**config.mk**
```make
export PLATFORM = sky130hd
export DESIGN_NAME = stats_ctrl
export DESIGN_NICKNAME = d
export VERILOG_FILES = /design/src/rtl/stats_ctrl.sv
export SDC_FILE = /design/constraint.sdc
export NUM_CORES = 1
export LEC_CHECK = 0
export CORE_MARGIN = 4
export CORE_UTILIZATION = 45
export DETAILED_ROUTE_END_ITERATION = 16
export GPL_TIMING_DRIVEN = 1
export HOLD_SLACK_MARGIN = 0.1
export PLACE_DENSITY_LB_ADDON = 0.2
export SLEW_MARGIN = 20
export SYNTH_ARGS = -nofsm -noshare
export SYNTH_HDL_FRONTEND = slang
export SYNTH_SLANG_ARGS = --single-unit
```
**constraint.sdc**
```tcl
create_clock -name clk -period 3.8 [get_ports clk]
set_clock_uncertainty 0.05 [all_clocks]
set_input_delay 0.76 -clock clk [delete_from_list [all_inputs] [get_ports clk]]
set_output_delay 0.76 -clock clk [all_outputs]
set_load 0.03 [all_outputs]
```
**src/rtl/stats_ctrl.sv**
```systemverilog
// Instruction-class statistics counters with a snapshot-and-stream dump port.
// Counting (run flag) and dumping (IDLE/SEND FSM) are independent so counting continues during a dump.
module stats_ctrl #(
    parameter int CW = 11
) (
    input  logic          clk,
    input  logic          reset,
    input  logic [5:0]    op,
    input  logic          instr_valid,
    input  logic          start,
    input  logic          stop,
    input  logic          clear,
    input  logic          dump_req,
    output logic [CW-1:0] out_data,
    output logic [1:0]    out_idx,
    output logic          out_valid,
    input  logic          out_ready,
    output logic          running,
    output logic          busy,
    output logic          done
);

    typedef enum logic {ST_IDLE, ST_SEND} state_t;

    localparam logic [CW-1:0] MAX_CNT = '1;

    state_t        r_state;
    state_t        w_state_nxt;
    logic [1:0]    r_idx;
    logic [1:0]    w_idx_nxt;
    logic          r_done;
    logic          w_done_nxt;
    logic          w_capture;
    logic          r_run;
    logic [CW-1:0] r_live   [4];
    logic [CW-1:0] r_shadow [4];
    logic          w_is_r;
    logic          w_is_j;
    logic [3:0]    w_inc;

    // Word order on the stream and in both arrays: 0=cnt_clk, 1=r, 2=i, 3=j.
    assign w_is_r   = (op == 6'b000000);
    assign w_is_j   = (op == 6'b000010) || (op == 6'b000011);
    assign w_inc[0] = r_run;
    assign w_inc[1] = r_run && instr_valid && w_is_r;
    assign w_inc[2] = r_run && instr_valid && !w_is_r && !w_is_j;
    assign w_inc[3] = r_run && instr_valid && w_is_j;

    always_ff @(posedge clk) begin
        if (reset) begin
            r_run   <= 1'b0;
            r_state <= ST_IDLE;
            r_idx   <= 2'd0;
            r_done  <= 1'b0;
            for (int k = 0; k < 4; k++) begin
                r_live[k]   <= '0;
                r_shadow[k] <= '0;
            end
        end else begin
            for (int k = 0; k < 4; k++) begin
                if (clear)
                    r_live[k] <= '0;
                else if (w_inc[k] && (r_live[k] != MAX_CNT))
                    r_live[k] <= r_live[k] + 1'b1;
            end
            if (!clear) begin
                if (stop)
                    r_run <= 1'b0;
                else if (start)
                    r_run <= 1'b1;
            end
            // Shadows take the values live in the dump_req cycle, before that cycle's clear/increment.
            if (w_capture) begin
                for (int k = 0; k < 4; k++)
                    r_shadow[k] <= r_live[k];
            end
            r_state <= w_state_nxt;
            r_idx   <= w_idx_nxt;
            r_done  <= w_done_nxt;
        end
    end

    // Stream handshake: a word transfers on a rising edge where out_valid && out_ready; while
    // out_valid is high and out_ready low, out_idx/out_data hold, and out_valid never drops early.
    always_comb begin
        w_state_nxt = r_state;
        w_idx_nxt   = r_idx;
        w_done_nxt  = 1'b0;
        w_capture   = 1'b0;
        case (r_state)
            ST_IDLE: begin
                if (dump_req) begin
                    w_capture   = 1'b1;
                    w_idx_nxt   = 2'd0;
                    w_state_nxt = ST_SEND;
                end
            end
            ST_SEND: begin
                if (out_ready) begin
                    w_idx_nxt = r_idx + 2'd1;
                    if (r_idx == 2'd3) begin
                        w_state_nxt = ST_IDLE;
                        w_done_nxt  = 1'b1;
                    end
                end
            end
            default: w_state_nxt = ST_IDLE;
        endcase
    end

    assign out_valid = (r_state == ST_SEND);
    assign busy      = (r_state == ST_SEND);
    assign out_idx   = out_valid ? r_idx : 2'd0;
    assign out_data  = out_valid ? r_shadow[r_idx] : '0;
    assign running   = r_run;
    assign done      = r_done;

endmodule

```
### After elaboration in Yosys (flattened, before gate mapping)

Memory sizes are Yosys's and may differ from the RTL's. A register that Yosys moved wholly into a read port is not among the register bits.
Cells that the tools add are included.

| cells by class | value |
|---|---|
| muxes and demuxes | 51 |
| equal/unequal tests | 9 |
| bitwise operators | 15 |
| add/subtract/negate cells | 5 |
| reduce and logical (&&, ||, !) cells | 17 |

Operators with widths:

| cell | count |
|---|---|
| $mux W11 | 13 |
| $add A11 B1 Y11 const B | 4 |
| $ne A11 B11 Y1 const B | 4 |
| $mux W1 | 31 |
| $eq A6 B2 Y1 const B | 2 |
| $or A1 B1 Y1 | 12 |
| $mux W2 | 5 |
| $logic_and A1 B1 Y1 | 9 |
| $logic_not A6 Y1 | 1 |
| $ne A2 B2 Y1 const B | 2 |
| $pmux W2 S2 | 1 |
| $reduce_and A2 Y1 | 2 |
| $not A1 Y1 | 3 |
| $reduce_or A3 Y1 | 1 |
| $add A2 B1 Y2 const B | 1 |
| $eq A2 B2 Y1 const B | 1 |
| $logic_not A1 Y1 | 2 |
| $pmux W1 S2 | 1 |
| $reduce_bool A2 Y1 | 1 |
| $logic_or A1 B1 Y1 | 1 |

| storage, ports and cells | value |
|---|---|
| output and inout port bits | 17 |
| word-level logic and storage cells | 103 |
| RAM bits | 88 |
| bits of input ports | 14 |
| memories | 2 |
| bits in registers | 5 |

Memory list:

| memory | depth | bits a word | read ports | clocked after memory_dff | wr ports | RTL line | source |
|---|---|---|---|---|---|---|---|
| r_live | 4 | 11 | 4 | 0 | 4 | 35 | `logic [CW-1:0] r_live [4];` |
| r_shadow | 4 | 11 | 1 | 1 | 4 | 36 | `logic [CW-1:0] r_shadow [4];` |

### Depth between registers and ports, before layout

Gate-level depths: netlist of the first run.

| depth | value |
|---|---|
| depth in word-level cells | 10 |
| mapped depth | 5 |
| mapped depth without buffers | 4 |

### Worst setup path after synthesis of the first run

OpenSTA, ideal clock, no wires.

| timing | value |
|---|---|
| path type | input -> register |
| from | input port reset |
| to | memory r_live[2][0] (enable) |
| library setup time | 0.394 ns |
| arrival | 2.536 ns |
| stages | 5 |
| setup slack | 0.820 ns |
| required time | 3.356 ns |
| path buffers | 2 |
| cells stage by stage | buf_6 > or3b_4 > a211o_1 > buf_6 > o21ai_0 |

RTL lines:

| what | RTL line | source |
|---|---|---|
| from (decl) | 7 | `input logic reset,` |
| to (decl) | 35 |  |

==> impl_metrics.py, run 1 <==
metrics = {
    "place": {
        "io_buffers": 30,
        "dp_hpwl_mm": 7.05,
        "gp_congestion": 0.834,
    },
    "finish": {
        "diodes": 0,
        "drive_gt1_frac": 0.131,
        "utilization": 0.540,
        "syn2layout_area_growth_pct": 14.9,
        "nets": 418,
    },
    "pwr": {
        "p_int_mw": 1.59,
        "switchingPower_mw": 0.474,
        "pwr_density_cell_nw_per_um2": 383,
        "total_power_mw": 2.06,
        "power_frac_seq": 0.603,
        "ir_drop_mv": 0.265,
        "leakage_nw": 1.77,
        "comb_power_share": 0.076,
        "switching_share": 0.230,
        "power_frac_clock": 0.320,
    },
    "routing": {
        "dr.pass1.iters": 4,
        "wl_per_cell_um": 18.2,
        "drt_iter0_drc": 172,
        "antenna_left": 0,
        "vias_per_cell": 5.69,
        "wl_mm": 9.77,
        "vias": 3053,
        "drcViolationCount": 0,
    },
    "clock_network": {
        "cts.path.max_buffers": 2,
        "cts_hold_buf": 0,
        "htreeDepth": 3,
        "clkTransAtPathRegs_ns": 0.09,
        "clock-sinks": 95,
        "cts_made_buffers": 9,
        "clockRootBuffer": "clkbuf_8",
        "clock_latency_ns": 0.36,
        "cts_tree": "done",
        "cts_resized": 0,
        "postCtsSetupRepairBufs": 0,
    },
    "global_routing": {
        "overflow": 0,
        "grt_max_degree": 25,
        "track_usage": 0.174,
        "grt_antenna_before_repair": 0,
        "grt_pass1_vias": 2875,
        "grt_pass1_wl_mm": 15.6,
    },
    "sta": {
        "fin_crit_sh": 0.823,
        "hold_viol_final": 0,
        "tns_ns": 0,
        "min_period_ns": 3.13,
        "slew_viol_final": 0,
        "setup_viol": 0,
        "relSlewSlack": 0.452,
        "worst_slew_pin_slew_ns": 0.815,
        "clock.fmax_ghz": 0.320,
        "whs_ns": 0.507,
        "rsz0062_at_grt": "no",
    },
    "critical_path": {
        "crit_type": "register to output pin",
        "path_cells": "buf_4 -> mux4_2 -> and2_1 -> clkdlybuf4s50_1",
        "cp_top_family": "buffers and inverters",
        "start_kind": "register",
        "cp_max_fo": 9,
        "critPathCaptureType": "output pin",
        "arrival_ns": 2.32,
        "required_ns": 2.99,
        "cpPeakStageDelay_ns": 0.59,
        "crit_buf_inv": 2,
        "cp_slowest_cell": "clkdlybuf4s50_1",
    },
    "synth": {
        "synth_cells": 362,
        "synth_warnings": 0,
        "synthDistinctLibCells": 40,
        "synth_top_area_frac": 0.565,
        "syn-num-nets": 381,
        "seq_area_frac_synth": 0.595,
        "syn_avg_cell_area_um2": 12.9,
        "async_flop_share": 0,
        "yosys.area.top_type": "edfxtp_1",
        "synth.cell_area_um2": 4680,
        "yosys-top-cells-area": "edfxtp_1, and2_1, mux4_2",
        "synth_edf_count": 88,
        "ys.flop_type": "edfxtp_1",
        "synth-seq-cells": 95,
    },
    "die": {
        "rows": 36,
        "start_util": 0.470,
        "dieArea_um2": 12100,
        "die_x_um": 110,
        "core_um2": 9950,
        "ios": 31,
        "die_h_um": 110,
    },
    "status": {
        "outcome": "finished clean",
    },
    "worst_hold_path": {
        "min_path_type": "register to register",
    },
    "flow_run": {
        "drv_cap": 0,
    },
}
[metal layers]
layer  up-vias  track usage  part of all wire
met4         0       0.0508             0.017
met5         -            0                 0
met3        12       0.0446             0.042
met1      1509        0.246              0.47
li1       1471            -                 -
met2        61        0.267              0.47
[logic make-up after synthesis]
logic type,count (synthesis),synth area share
xor gates and xnor gates,12,0.0225
muxes,12,0.0551
DFF,95,0.595
AOI/OAI and AO/OA,58,0.0795
buffers and inverters,26,0.0251
and+or+nand+nor,154,0.209
adders and majority gates,5,0.0134
[tightest hold or removal path, stage by stage, from the launching register on]
cell,delay [ns]
dfxtp_1,0.34
nand2_1,0.06
a21oi_1,0.10
[power groups by stage]
stage	sequential, mW	clock [mW]	combinational (mW)
2_1_floorplan	1.25	0	0.100
3_3_place_gp	1.26	0	0.155
3_5_place_dp	1.27	0	0.158
4_1_cts	1.24	0.678	0.159
5_1_grt	1.25	0.722	0.170
6_report	1.24	0.660	0.157
[stage by stage]
stage / instances / setup slack [ns] / instance area (um^2)
2_1_floorplan: 362 / 0.820 / 4680
3_3_place_gp: 521 / 0.854 / 5170
3_5_place_dp: 521 / 0.834 / 5170
4_1_cts: 537 / 0.627 / 5370
5_1_grt: 537 / 0.533 / 5370
6_report: 537 / 0.671 / 5370
[synthesized netlist by cell type (2+ instances only)]
cell type,instances
nor3b_1,4
a211oi_1,11
nand4_1,8
nor4_4,2
nor2_1,7
clkbuf_1,13
nand2b_1,3
mux4_2,11
or4_1,8
nor3_1,19
and2_1,50
xor2_1,6
nand3_1,16
nor3_2,2
or3_1,16
inv_1,9
edfxtp_1,88
nor4_2,2
buf_6,2
o31ai_1,8
ha_1,5
a211oi_2,3
nand2_1,10
dfxtp_1,7
o21ai_0,20
xnor2_1,6
a21oi_1,13
[registers in the layout (all words and copies together) (netlist names), named ones only]
signal,flops
busy,1
done,1
r_idx,2
r_live,44
r_shadow,44
running,1
[path summary, 6_finish.rpt]
path	startpoint	end	slack [ns]	cells past startpoint
setup / recovery	register	out_data[6]	0.67	4
hold / removal	r_idx[0]	r_idx[0]	0.51	2
setup reg to reg	busy	r_shadow[0][9]	1.45	3
hold reg to reg	r_idx[0]	r_idx[0]	0.51	2
[cell type report]
class | instances | area (um^2)
fillers | 825 | 4580
flip-flops and latches | 95 | 2780
multi-input cells | 241 | 1780
repair buffers | 43 | 410
clock buffers | 13 | 180
well taps | 133 | 166
inverters | 9 | 33.8
clock inverters | 3 | 21.3
[layout by cell type (no fill, tap or decap), drive strengths merged]
cell type / Yosys / layout
and2: 50 / 50
xor2: 6 / 6
xnor2: 6 / 6
nand2: 10 / 10
o21ai: 20 / 20
or4: 8 / 8
and4b: 1 / 1
nand3: 16 / 16
a311oi: 1 / 1
dfxtp: 7 / 7
o31ai: 8 / 8
nor3: 21 / 21
edfxtp: 88 / 88
a211o: 1 / 1
ha: 5 / 5
clkinv: 0 / 1
clkbuf: 13 / 13
nand2b: 3 / 3
a211oi: 14 / 14
a21oi: 13 / 13
mux4: 11 / 11
inv: 9 / 11
or3b: 1 / 1
nand3b: 1 / 1
buf: 4 / 13
clkdlybuf4s50: 0 / 30
nand4: 10 / 10
nor3b: 5 / 5
or3: 16 / 16
mux2i: 1 / 1
nor4: 5 / 5
nor2: 7 / 7
a32oi: 1 / 1
No activity file was read; power rests on OpenSTA's default activity.
==> run 2: changes to the inputs <==
Clock period 3.8 ns to 2.9 ns, I/O delays scaled along.
==> run 2 against run 1 <==
Sequential share of layout area shrank 0.74 points. Clock power rose by 41%. Via count is 1.8% higher. Highest routed layer unchanged.
==> impl_metrics.py, run 2 (synthesized netlist as in run 1, its figures left out) <==
metrics = {
    "clock_network": {
        "clock_latency_ns": 0.37,
        "htreeDepth": 3,
        "clock-sinks": 95,
        "clockRootBuffer": "clkbuf_8",
        "cts_tree": "done",
        "clkTransAtPathRegs_ns": 0.09,
        "cts_made_buffers": 9,
        "cts.path.max_buffers": 2,
    },
    "die": {
        "rows": 36,
        "ios": 31,
        "core_um2": 9950,
        "start_util": 0.470,
        "dieArea_um2": 12100,
        "die_h_um": 110,
        "die_x_um": 110,
    },
    "critical_path": {
        "cp_max_fo": 20,
        "r2r-end": "r_shadow[2][9]",
        "cpPeakStageDelay_ns": 0.74,
        "r2r_setup_slack_ns": 0.88,
        "critPathCaptureType": "output pin",
        "reg2reg_depth": 4,
        "regToRegStartpoint": "busy",
        "cp_slowest_cell": "dfxtp_1",
        "required_ns": 2.27,
        "start_kind": "register",
        "arrival_ns": 1.97,
        "crit_type": "register to output pin",
        "path_cells": "and2_1 -> clkdlybuf4s50_1",
    },
    "pwr": {
        "power_frac_seq": 0.589,
        "ir_drop_mv": 0.236,
        "p_int_mw": 2.14,
        "switching_share": 0.224,
        "leakage_nw": 1.99,
        "pwr_density_cell_nw_per_um2": 506,
        "power_frac_clock": 0.337,
        "switchingPower_mw": 0.619,
        "comb_power_share": 0.074,
    },
    "place": {
        "io_buffers": 30,
        "gp_congestion": 0.801,
        "dp_hpwl_mm": 6.97,
        "dpl.cell_count": 529,
        "place_area_um2": 5220,
    },
    "worst_hold_path": {
        "min_path_type": "register to register",
        "min_from": "r_idx[0]",
        "hold_depth": 2,
    },
    "sta": {
        "relSlewSlack": 0.578,
        "hold_viol_final": 0,
        "clock.fmax_ghz": 0.384,
        "setup_viol": 0,
        "min_period_ns": 2.60,
        "fin_crit_sh": 0.898,
        "tns_ns": 0,
        "slew_viol_final": 0,
        "worst_slew_pin_slew_ns": 0.632,
        "rsz0062_at_grt": "no",
    },
    "finish": {
        "top_regs": "r_live: 44 flops, r_shadow: 44 flops, r_idx: 2 flops",
        "diodes": 0,
        "syn2layout_area_growth_pct": 16.6,
        "fin_area_um2": 5450,
        "final_cell_mix": "edfxtp_1, and2_1, buf_4",
        "mostFrequentLayoutCell": "edfxtp_1",
        "drive_gt1_frac": 0.141,
        "nets": 426,
        "instances_no_fill": 545,
    },
    "routing": {
        "wl_mm": 9.99,
        "drcViolationCount": 0,
        "vias_per_cell": 5.70,
        "dr.pass1.iters": 4,
        "vias": 3107,
        "drt_iter0_drc": 242,
        "wl_per_cell_um": 18.3,
        "antenna_left": 0,
    },
    "global_routing": {
        "grt_pass1_wl_mm": 16.2,
        "overflow": 0,
        "track_usage": 0.180,
        "grt_max_degree": 38,
        "grt_pass1_vias": 3057,
        "grt_antenna_before_repair": 0,
    },
    "status": {
        "outcome": "finished clean",
    },
    "flow_run": {
        "drv_cap": 0,
    },
}
==> run 2: changes by cell type in the layout (fill, tap and decap cells not counted) <==
cell and change:
buf_12 -1, dlymetal6s2s_1 +11, clkinv_1 +2, clkinv_2 +1, clkinv_4 -1, clkbuf_16 -1, clkbuf_8 -2, inv_4 -2
clkdlybuf4s50_1 -11, clkbuf_1 +1, bufinv_16 +2, buf_4 +9
==> run 2: timing repair <==
item                                    4_1_cts  5_1_grt
gates resized for setup                       0       11
hold buffers                                  0        0
endpoints found under the setup margin        0       11
endpoints found under the hold margin         0        0
setup buffers                                 0        0
==> run 2: per-layer routing <==
| layer | wire length, um | global-route usage | vias up |
|---|---|---|---|
| li1 | - | - | 1484 |
| met1 | 4650 | 0.252 | 1554 |
| met2 | 4830 | 0.282 | 53 |
| met3 | 294 | 0.0317 | 16 |
| met4 | 218 | 0.0632 | 0 |
| met5 | 0 | 0 | - |
==> run 2: how the worst max path moves through the flow <==
stage                        start            to  slack (ns)  depth (start not counted)
after CTS                 register   out_data[2]       0.003                          4
after detailed placement     reset  r_live[2][9]        0.37                          5
after global routing          busy    out_idx[0]        0.20                          2
final                         busy    out_idx[1]        0.30                          2
after global placement       reset  r_live[2][7]        0.38                          5
after floorplan              reset  r_live[2][0]         0.1                          5
==> run 2: stage by stage <==
stage | power (mW) | hold slack [ns] | utilization | worst slack [ns]
2_1_floorplan | 1.76 | 0.416 | - | 0.100
3_3_place_gp | 1.86 | 0.452 | 0.524 | 0.378
3_5_place_dp | 1.86 | 0.444 | 0.524 | 0.365
4_1_cts | 2.77 | 0.457 | 0.545 | 0.00257
5_1_grt | 2.87 | 0.493 | 0.548 | 0.198
6_report | 2.76 | 0.451 | 0.548 | 0.297
==> run 2: area by class of cell <==
class | instances | area [um^2]
clock buffers | 11 | 131
clock inverters | 5 | 72.6
inverters | 9 | 33.8
fillers | 860 | 4500
repair buffers | 51 | 485
well taps | 133 | 166
multi-input cells | 241 | 1780
flip-flops and latches | 95 | 2780
==> run 2: power groups by stage <==
stage | sequential, mW | clock [mW] | combinational, mW
6_report | 1.63 | 0.931 | 0.204
5_1_grt | 1.63 | 1.01 | 0.224
4_1_cts | 1.63 | 0.941 | 0.208
3_5_place_dp | 1.66 | 0 | 0.207
3_3_place_gp | 1.65 | 0 | 0.205
2_1_floorplan | 1.63 | 0 | 0.132
==> run 2: worst max-delay path: cells and delay by family (launching register included) <==
kind                   cells  cell delay [ns]
buffers and inverters      1             0.66
AND/OR/NAND/NOR            1             0.21
flip-flops                 1             0.74
==> run 3: changes to the inputs <==
Settings changed: ABC_AREA set to 1, CORE_UTILIZATION 45 to 30, CTS_CLUSTER_SIZE set to 14.
==> run 3 against run 2 <==
Non-clock buffer count fell by 11. Worst hold slack improved by 0.054 ns. Utilization fell by 18 points. Critical endpoint is now out_data[0]. Critical path type unchanged.
==> impl_metrics.py, run 3 <==
metrics = {
    "clock_network": {
        "clkTransAtPathRegs_ns": 0.07,
        "cts_hold_buf": 0,
        "clockRootBuffer": "clkbuf_16",
        "clock_latency_ns": 0.35,
        "cts.path.max_buffers": 2,
        "postCtsSetupRepairBufs": 0,
        "cts_made_buffers": 9,
        "clock-sinks": 95,
        "htreeDepth": 3,
        "cts_tree": "done",
    },
    "synth": {
        "seq_area_frac_synth": 0.586,
        "async_flop_share": 0,
        "synth_warnings": 0,
        "synth_commonest_cells": "nor2_1, edfxtp_1, nand2_1, inv_1, o21ai_0",
        "yosys-top-cells-area": "edfxtp_1, nor2_1, nand2_1",
        "synthDistinctLibCells": 26,
        "synth-seq-cells": 95,
        "syn-num-nets": 535,
        "synth_edf_count": 88,
        "syn_avg_cell_area_um2": 9.20,
        "synth_most_common_cell": "nor2_1",
        "synth_cells": 516,
        "ys.flop_type": "edfxtp_1",
        "synth.cell_area_um2": 4750,
        "yosys.area.top_type": "edfxtp_1",
        "synth_top_area_frac": 0.557,
    },
    "finish": {
        "drive_gt1_frac": 0.0935,
        "fin_area_um2": 5670,
        "final_cell_mix": "nor2_1, edfxtp_1, nand2_1",
        "top_regs": "r_live: 44 flops, r_shadow: 44 flops, r_idx: 2 flops",
        "utilization": 0.369,
        "instances_no_fill": 767,
        "diodes": 0,
        "mostFrequentLayoutCell": "nor2_1",
        "nets": 570,
        "syn2layout_area_growth_pct": 19.3,
    },
    "global_routing": {
        "track_usage": 0.123,
        "grt_antenna_before_repair": 0,
        "grt_pass1_wl_mm": 17.4,
        "overflow": 0,
        "grt_pass1_vias": 3432,
        "grt_max_degree": 45,
    },
    "place": {
        "gp_congestion": 0.840,
        "io_buffers": 30,
        "place_area_um2": 5310,
        "dpl.cell_count": 751,
        "pre_cts_ws_ns": 0.249,
        "dp_hpwl_mm": 7.52,
    },
    "flow_run": {
        "drv_cap": 0,
    },
    "worst_hold_path": {
        "hold_depth": 1,
        "min_path_type": "register to register",
    },
    "die": {
        "dieArea_um2": 17900,
        "core_um2": 15400,
        "rows": 45,
        "die_h_um": 134,
        "die_x_um": 134,
        "ios": 31,
        "start_util": 0.309,
    },
    "pwr": {
        "pwr_density_cell_nw_per_um2": 573,
        "power_frac_seq": 0.499,
        "leakage_nw": 2.20,
        "comb_power_share": 0.075,
        "switching_share": 0.222,
        "p_int_mw": 2.52,
        "power_frac_clock": 0.425,
        "switchingPower_mw": 0.721,
        "total_power_mw": 3.24,
        "ir_drop_mv": 0.277,
    },
    "critical_path": {
        "required_ns": 2.27,
        "arrival_ns": 2.12,
        "r2r_setup_slack_ns": 0.98,
        "start_kind": "register",
        "crit_path_end": "out_data[0]",
        "regToRegStartpoint": "r_live[1][0]",
        "crit_type": "register to output pin",
        "cp_max_fo": 11,
        "critPathCaptureType": "output pin",
        "r2r-end": "r_live[1][1]",
        "reg2reg_depth": 6,
    },
    "status": {
        "outcome": "finished clean",
    },
    "routing": {
        "drt_iter0_drc": 219,
        "vias": 3350,
        "wl_mm": 10.3,
        "antenna_left": 0,
        "drcViolationCount": 0,
        "vias_per_cell": 4.37,
        "dr.pass1.iters": 5,
        "wl_per_cell_um": 13.5,
    },
    "sta": {
        "setup_viol": 0,
        "hold_viol_final": 0,
        "worst_slew_pin_slew_ns": 0.514,
        "min_period_ns": 2.75,
        "slew_viol_final": 0,
        "fin_crit_sh": 0.949,
        "tns_ns": 0,
        "relSlewSlack": 0.656,
        "clock.fmax_ghz": 0.363,
        "layout_setup_ws_ns": 0.147,
        "whs_ns": 0.505,
        "rsz0062_at_grt": "no",
    },
}
run 3: kinds of logic (layout without fill, tap and decap cells):
kind of cell / count (synthesis) / after routing / synth area share
and+or+nand+nor: 261 / 261 / 0.234
buffers and inverters: 87 / 127 / 0.0767
adders and majority gates: 5 / 5 / 0.0132
xor gates and xnor gates: 19 / 19 / 0.0350
AOI/OAI and AO/OA: 49 / 49 / 0.0553
DFF: 95 / 95 / 0.586
run 3: metal layers:
metal  up-vias  global-route usage  wire [um]  share of wire
li1       1729                   -          -              -
met1      1552               0.159       4880           0.47
met2        58               0.197       4950           0.48
met3        11              0.0371        348          0.034
met4         0              0.0423        159          0.015
met5         -                   0          0              0
run 3: worst min path at each step:
stage | from | to
after detailed placement | r_idx[1] | r_idx[1]
after global routing | r_idx[1] | register
after floorplan | r_idx[0] | register
after CTS | r_idx[1] | register
final | r_idx[0] | r_idx[0]
after global placement | r_idx[1] | r_idx[1]
run 3: cell type report:
class	count	area, um^2
fill	1544	9700
sequential	95	2780
multi-input combinational	334	1600
timing repair buffer	40	395
inverter	71	270
tap	211	264
clock buffer	11	243
clock inverter	5	106
run 3: power groups by stage:
stage | logic [mW] | registers (mW) | clock network, mW
floorplan | 0.156 | 1.63 | 0
global placement | 0.250 | 1.65 | 0
detailed placement | 0.252 | 1.65 | 0
CTS | 0.251 | 1.62 | 1.42
global route | 0.277 | 1.63 | 1.48
finish | 0.245 | 1.62 | 1.38
run 3: critical path: stages (launching register included):
cell	delay, ns
dfxtp_1	0.45
buf_4	0.22
nor2_1	0.06
nor2_1	0.12
o21ai_0	0.10
a21oi_1	0.14
clkdlybuf4s50_1	0.69
run 3: timing repair:
action	4_1_cts	5_1_grt
endpoints found under the hold margin	0	0
resized for setup	5	6
endpoints found under the setup margin	7	6
